<file path="src/rtl/filter_event_ctrl.sv">
// -----------------------------------------------------------------------------
// filter_event_ctrl
//
// Event controller for the pulse-shaping filter output. It watches the signed
// filtered stream and arms when the stream crosses the threshold. While armed
// it tracks the pulse maximum and the timestamp of that maximum. When the
// pulse falls back it closes the event, hands it to a one-deep valid/ready
// output register, then enforces a programmable hold-off (dead time).
//
// Ports
//   clk         in   system clock, all logic on the rising edge
//   reset       in   asynchronous, active-low; clears all state and outputs
//   filt_data   in   signed filter sample, one per clock
//   threshold   in   signed trigger level (quasi-static)
//   holdoff     in   dead time in clocks after an event closes
//   enable      in   arming enable; dropping it during a pulse aborts it
//   ev_valid    out  output register holds an event
//   ev_ready    in   consumer accepts the event on this edge
//   ev_amp      out  signed peak amplitude of the event
//   ev_time     out  timestamp of the peak sample
//   ev_pileup   out  pulse stayed above threshold for MAX_RISE or more cycles
//   busy        out  controller is not idle (decoded from the state register)
//   drop_count  out  events lost to a full output register, saturating
// -----------------------------------------------------------------------------
module filter_event_ctrl #(
  parameter int DATA_W   = 16,
  parameter int TS_W     = 32,
  parameter int MAX_RISE = 255
) (
  input  logic                     clk,
  input  logic                     reset,
  input  logic signed [DATA_W-1:0] filt_data,
  input  logic signed [DATA_W-1:0] threshold,
  input  logic        [15:0]       holdoff,
  input  logic                     enable,
  output logic                     ev_valid,
  input  logic                     ev_ready,
  output logic signed [DATA_W-1:0] ev_amp,
  output logic        [TS_W-1:0]   ev_time,
  output logic                     ev_pileup,
  output logic                     busy,
  output logic        [15:0]       drop_count
);

  localparam logic [1:0] IDLE = 2'd0;
  localparam logic [1:0] RISE = 2'd1;
  localparam logic [1:0] HOLD = 2'd2;

  localparam int                RISE_W   = $clog2(MAX_RISE + 1);
  localparam logic [RISE_W-1:0] RISE_MAX = RISE_W'(MAX_RISE);

  logic [1:0]               state_q,    state_d;
  logic [TS_W-1:0]          ts_q;
  logic signed [DATA_W-1:0] peak_q,     peak_d;
  logic [TS_W-1:0]          peak_ts_q,  peak_ts_d;
  logic [RISE_W-1:0]        rise_cnt_q, rise_cnt_d;
  logic                     pile_q,     pile_d;
  logic [15:0]              hold_cnt_q, hold_cnt_d;

  logic                     ev_valid_q,  ev_valid_d;
  logic signed [DATA_W-1:0] ev_amp_q,    ev_amp_d;
  logic [TS_W-1:0]          ev_time_q,   ev_time_d;
  logic                     ev_pileup_q, ev_pileup_d;
  logic [15:0]              drop_q,      drop_d;

  logic above;
  logic close_ev;
  logic reg_free;

  // Both operands are signed, so this is a signed, strict comparison.
  assign above = filt_data > threshold;

  // ---------------------------------------------------------------------------
  // Event FSM
  // ---------------------------------------------------------------------------
  always_comb begin
    // NOTE: every signal gets a default here so no path leaves it unassigned,
    // which would otherwise infer a latch.
    state_d    = state_q;
    peak_d     = peak_q;
    peak_ts_d  = peak_ts_q;
    rise_cnt_d = rise_cnt_q;
    pile_d     = pile_q;
    hold_cnt_d = hold_cnt_q;
    close_ev   = 1'b0;

    case (state_q)
      IDLE: begin
        if (enable && above) begin
          state_d    = RISE;
          peak_d     = filt_data;
          peak_ts_d  = ts_q;
          rise_cnt_d = RISE_W'(1);
          pile_d     = 1'b0;
        end
      end

      RISE: begin
        if (!enable) begin
          // Abort: the pulse is discarded, nothing is emitted or counted.
          state_d = IDLE;
        end else if (!above) begin
          close_ev = 1'b1;
          if (holdoff == 16'd0) begin
            state_d = IDLE;
          end else begin
            state_d    = HOLD;
            hold_cnt_d = holdoff;
          end
        end else begin
          // Strict compare keeps the first sample of a flat-topped peak.
          if (filt_data > peak_q) begin
            peak_d    = filt_data;
            peak_ts_d = ts_q;
          end
          if (rise_cnt_q < RISE_MAX) begin
            rise_cnt_d = rise_cnt_q + 1'b1;
          end
          if (rise_cnt_d == RISE_MAX) begin
            pile_d = 1'b1;
          end
        end
      end

      HOLD: begin
        // Counter holds the remaining HOLD cycles including this one, so the
        // state lasts exactly holdoff clocks.
        if (hold_cnt_q <= 16'd1) begin
          state_d = IDLE;
        end else begin
          hold_cnt_d = hold_cnt_q - 16'd1;
        end
      end

      default: state_d = IDLE;
    endcase
  end

  // ---------------------------------------------------------------------------
  // One-deep output register and drop counter
  // ---------------------------------------------------------------------------
  // The register is free when empty or when its content leaves on this edge.
  assign reg_free = !ev_valid_q || ev_ready;

  always_comb begin
    ev_valid_d  = ev_valid_q;
    ev_amp_d    = ev_amp_q;
    ev_time_d   = ev_time_q;
    ev_pileup_d = ev_pileup_q;
    drop_d      = drop_q;

    if (close_ev && reg_free) begin
      ev_valid_d  = 1'b1;
      ev_amp_d    = peak_q;
      ev_time_d   = peak_ts_q;
      ev_pileup_d = pile_q;
    end else if (ev_valid_q && ev_ready) begin
      ev_valid_d = 1'b0;
    end

    if (close_ev && !reg_free && (drop_q != 16'hFFFF)) begin
      drop_d = drop_q + 16'd1;
    end
  end

  // ---------------------------------------------------------------------------
  // State registers
  // ---------------------------------------------------------------------------
  // NOTE: sequential state uses non-blocking assignments so every register
  // samples the pre-edge values, independent of statement order.
  always_ff @(posedge clk or negedge reset) begin
    if (!reset) begin
      state_q     <= IDLE;
      ts_q        <= '0;
      peak_q      <= '0;
      peak_ts_q   <= '0;
      rise_cnt_q  <= '0;
      pile_q      <= 1'b0;
      hold_cnt_q  <= '0;
      ev_valid_q  <= 1'b0;
      ev_amp_q    <= '0;
      ev_time_q   <= '0;
      ev_pileup_q <= 1'b0;
      drop_q      <= '0;
    end else begin
      state_q     <= state_d;
      ts_q        <= ts_q + 1'b1;
      peak_q      <= peak_d;
      peak_ts_q   <= peak_ts_d;
      rise_cnt_q  <= rise_cnt_d;
      pile_q      <= pile_d;
      hold_cnt_q  <= hold_cnt_d;
      ev_valid_q  <= ev_valid_d;
      ev_amp_q    <= ev_amp_d;
      ev_time_q   <= ev_time_d;
      ev_pileup_q <= ev_pileup_d;
      drop_q      <= drop_d;
    end
  end

  assign ev_valid   = ev_valid_q;
  assign ev_amp     = ev_amp_q;
  assign ev_time    = ev_time_q;
  assign ev_pileup  = ev_pileup_q;
  assign drop_count = drop_q;
  assign busy       = (state_q != IDLE);

endmodule

</file>
<file path="config.mk">
export PLATFORM = sky130hd
export DESIGN_NAME = filter_event_ctrl
export DESIGN_NICKNAME = d
export VERILOG_FILES = /design/src/rtl/filter_event_ctrl.sv
export SDC_FILE = /design/constraint.sdc
export NUM_CORES = 1
export LEC_CHECK = 0
export CORE_AREA = 2 2 158 160
export DETAILED_ROUTE_END_ITERATION = 10
export DIE_AREA = 0 0 160 162
export PLACE_DENSITY = 0.52
export SLEW_MARGIN = 15
export SYNTH_ARGS = -nofsm -noshare
export SYNTH_HDL_FRONTEND = slang
export SYNTH_SLANG_ARGS = --single-unit
</file>
<file path="constraint.sdc">
create_clock -name clk -period 3.6 [get_ports clk]
set_clock_uncertainty 0.1 [all_clocks]
set_input_delay 0.72 -clock clk [delete_from_list [all_inputs] [get_ports clk]]
set_output_delay 0.72 -clock clk [all_outputs]
set_load 0.005 [all_outputs]
</file>
# [After elaboration in Yosys (flattened, before gate mapping)]
# Cells that the tools add are included.
[op_classes] reduce_logical=19 eq_ne=14 magnitude_cmp=4 n_mux=39 n_addsub=4
[ops] op="$mux 16" count=8
[ops] op="$mux 32" count=4
[ops] op="$pmux 16 s2" count=2
[ops] op="$pmux 32 s2" count=1
[ops] op="$mux 8" count=7
[ops] op="$add 32x1->32 const B" count=1
[ops] op="$gt 16x16->1" count=2
[ops] op="$ne 2x2->1 const B" count=9
[ops] op="$add 16x1->16 const B" count=1
[ops] op="$le 16x1->1 const B" count=1
[ops] op="$logic_not 16->1" count=1
[ops] op="$ne 16x16->1 const B" count=1
[ops] op="$pmux 8 s2" count=1
[ops] op="$sub 16x1->16 const B" count=1
[ops] op="$reduce_and 5->1" count=3
[ops] op="$mux 2" count=5
[ops] op="$mux 1" count=9
[ops] op="$add 8x1->8 const B" count=1
[ops] op="$eq 8x8->1 const B" count=1
[ops] op="$lt 8x8->1 const B" count=1
[ops] op="$reduce_bool 2->1" count=4
[ops] op="$pmux 2 s3" count=1
[ops] op="$logic_and 1x1->1" count=5
[ops] op="$reduce_and 4->1" count=1
[ops] op="8 further kinds" count=9
[totals] reg_bits=173 out_inout_bits=67

# [Depth between registers and ports, before layout]
[depth] ltp_word=10 depth_mapped=12 mapped_depth_nobuf=10

# [Worst setup path before layout]
# No wires, ideal clock.
[synth_path] kind="input to register" from="input threshold[15]" to="register peak_q[10]" setup_slack_ns=0.512 arrival_ns=2.863 n_path_buf=2 cell_stages=11 setup_ns=0.125 t_required_ns=3.375 path_cell_list="inv_1 -> ha_1 -> nand4_2 -> nor4_2 -> a21bo_2 -> a31oi_4 -> nand3b_4 -> a21oi_2 -> buf_4 -> buf_6 -> mux2_2"
[synth_between] elab_chain_cells=4 word_cells_on_any_way=5 cone_classes="order compare: 1; eq/ne: 2; reduce/logical: 2"
[synth_lines] item="from (decl)" line="33" rtl="input logic signed [DATA_W-1:0] threshold,"
[synth_lines] item="$gt 16x16->1 (*)" line="71" rtl="assign above = filt_data > threshold;"
[synth_lines] item="$logic_and 1x1->1" line="89" rtl="if (enable && above) begin"
[synth_lines] item="$ne 2x2->1 (no source line)"
[synth_lines] item="$reduce_and 5->1 (no source line) (*)"
[synth_lines] item="to (signal assigned)" line="188" rtl="peak_q <= peak_d;"
[synth_lines] item="to (decl)" line="54" rtl="logic signed [DATA_W-1:0] peak_q, peak_d;"
# Every way passes the cells marked *; elsewhere a longest branch is shown, timed or not.
# A chain may end at the register's enable or synchronous reset.

# [Final worst setup path]
[layout_path] from="input filt_data[14]" to="register peak_q[12]"
[layout_between] elab_chain_cells=4 word_cells_on_any_way=7 cone_classes="order compare: 2; eq/ne: 3; reduce/logical: 2"
[layout_lines] item="from (decl)" line="32" rtl="input logic signed [DATA_W-1:0] filt_data,"
[layout_lines] item="$gt 16x16->1" line="71"
[layout_lines] item="$logic_and 1x1->1" line="89"
[layout_lines] item="$ne 2x2->1 (no source line)"
[layout_lines] item="$reduce_and 5->1 (no source line) (*)"
# Marks and branches as above.

==> reports/results.ini <==
[detailed_routing]
vias_per_cell = 4.81
vias = 5778
routedWlPerCell_um = 15.5
routed_wl_um = 18600
drt_iter0_markers = 223
antenna_left = 0
dr.pass1.iters = 4
drc = 0

[timing]
min_period_ns = 3.26
slew_headroom_pct = 38.8
max_freq_mhz = 307
hold_viol_final = 0
worst_pin_slew_ns = 0.917
setup_violations = 0
maxSlewViolCount = 0
tns_ns = 0
finalCritPeriodShare_pct = 90.6
rsz0062_at_grt = false

[global_route]
grt_max_degree = 82
track_usage_pct = 15.1
grt_pass1_wl_um = 31400
grt_antenna_before_repair = 0
gr-total-overflow = 0
grt_pass1_vias = 5923

[synthesis]
synth-seq-cells = 173
ys_seq_area_share_pct = 52.0
synthArstFlopShare_pct = 100
synth_edf_count = 0
synth_area_mm2 = 0.00833
ys_warn_count = 0
yosysMostFrequentCell = dfrtp_1
ys_types = 58
syn_nets = 808
synth_ff_type = dfrtp_1
yosys.area.top_type = dfrtp_1
syn_avg_cell_area_um2 = 11.6
synthTopCellsByCount = dfrtp_1, mux2_2, nand2_1, inv_1, ha_1
syn_inst = 719
yosysTopAreaCellShare_pct = 52.0
ys_top_cells_by_area = dfrtp_1, mux2_2, ha_1

[finish]
seqCellArea_mm2 = 0.00433
drive_above_1_share_pct = 18.2
diodes = 0
areaGrowthSynthToFinish_pct = 27.9
nets = 953
fin_util_pct = 44.2
n_fill_cell = 2355
multiInputGateArea_mm2 = 0.00371

[pwr]
power.density_mw_per_mm2 = 550
vdd_drop_max_v = 0.000262
cellLeakagePower_nw = 4.85

[critical_path]
worstPathArrival_ns = 3.48
worstSetupPathType = primary input to flop
cp-start-kind = primary input
cp_data_required_time_ns = 3.82
cp_max_fo = 12
end_kind = flop
rrSetupSlack_ns = 0.71

[clock_network]
clock_path_buffers = 2
cts_tree = yes
clk-insertion-delay-late_ns = 0.43
cts_inserted_buffers = 17
htree_levels = 4
cts_hold_buf = 0
postCtsSetupBuffers = 0
root_buffer = clkbuf_16
clk_pin_slew_ns = 0.07
clock_sinks = 173
cts_resized = 0

[placed_design]
hpwl_um = 13400
port_buffers = 118
gp_congestion = 0.811

[floorplan]
die_h_um = 162
fp.coreArea_mm2 = 0.0241
initial_utilization_pct = 34.6
rows = 57
die_x_um = 160
ios = 119
die_area_mm2 = 0.0259

[flow_run]
cap_violations = 0

[outcome]
status = completed

[min_path]
hp-class = primary input to asynchronous set/reset pin

-- sequential cells by signal (all words and copies together) (netlist names) --
signal and flops:
drop_count 16, ev_amp 16, ev_pileup 1, ev_time 32, ev_valid 1, hold_cnt_q 16
peak_q 16, peak_ts_q 32, pile_q 1, rise_cnt_q 8, state_q 2, ts_q 32
-- metrics by stage --
step                std cells  hold slack, ns  total power, mW  area, um2  setup slack, ns
floorplan                 719           0.324             3.38       8330            0.512
global placement         1169           0.366             4.07      10100           -0.121
detailed placement       1169           0.369             4.10      10100           -0.136
CTS                      1201           0.138             5.95      10700            0.327
global route             1201           0.148             6.24      10700            0.159
finish                   1201           0.133             5.86      10700            0.337
-- cells in the final DEF (no fill, tap or decap), types with 3 or more instances in the layout --
cell type,instances
mux2_1,14
xnor2_1,23
nor2b_1,5
a2bb2oi_1,3
o21ai_0,17
o311ai_0,4
mux2_4,10
clkinv_8,3
and4_1,3
inv_8,4
a211oi_1,8
nor3_1,24
clkinv_4,3
inv_1,42
inv_6,3
nor4_1,14
nand3_1,29
and3_1,11
a21oi_1,26
nand2_1,47
dfrtp_1,173
nand2b_1,4
clkdlybuf4s50_1,117
buf_12,3
nor2_1,34
and2_1,4
ha_1,37
clkbuf_16,17
mux2_2,74
buf_4,30
nand4_1,13
xor2_1,23
o31ai_1,5
o211ai_1,9
o22ai_1,4
-- cell families after synthesis --
family | synth area share (%)
fa+ha+maj | 5.56
buf+inv | 3.69
compound gates | 7.42
mux | 13.8
xor+xnor | 4.84
simple gates | 12.7
flops | 52.0
-- routing by layer --
layer / global-route usage [%] / routed length, um / up-vias
met3: 3.58 / 839 / 11
li1: - / - / 2869
met1: 20.5 / 8780 / 2789
met5: 0 / 0 / -
met2: 24.5 / 8870 / 109
met4: 3.44 / 144 / 0
-- area by class of cell --
| class | instances | area share, % |
|---|---|---|
| Sequential cell | 173 | 40.6 |
| Clock inverter | 14 | 1.42 |
| Timing Repair Buffer | 151 | 13.8 |
| Clock buffer | 18 | 4.12 |
| Tap cell | 324 | 3.80 |
| Multi-Input combinational cell | 479 | 34.8 |
| Inverter | 42 | 1.48 |
-- path summary, 6_finish.rpt --
check | from | endpoint | cells past startpoint
max reg2reg | peak_q[14]$_DFFE_PN0P_ | peak_q[12]$_DFFE_PN0P_ | 10
max | filt_data[14] | peak_q[12]$_DFFE_PN0P_ | 10
max in group asynchronous | reset | ts_q[14]$_DFF_PN0_ | 2
min in group clk | ts_q[31]$_DFF_PN0_ | ts_q[31]$_DFF_PN0_ | 1
min | reset | ev_amp[6]$_DFFE_PN0P_ | 1
min reg2reg | ts_q[31]$_DFF_PN0_ | ts_q[31]$_DFF_PN0_ | 1
-- worst max-delay path: stages --
cell and delay (ns):
clkdlybuf4s50_1 0.48, ha_1 0.35, nand4_1 0.12, or4_1 0.56, a21oi_1 0.19, o21a_1 0.13, o22ai_1 0.09, a21oi_4 0.23
buf_4 0.24, mux2_2 0.36
-- power breakdown --
part | total, mW | switching (mW) | internal [mW] | leakage, nW
logic | 1.48 | 0.643 | 0.839 | 2.30
registers | 2.55 | 0.274 | 2.28 | 2.27
clock network | 1.82 | 0.876 | 0.947 | 0.291
No activity file was read; power rests on OpenSTA's default activity.
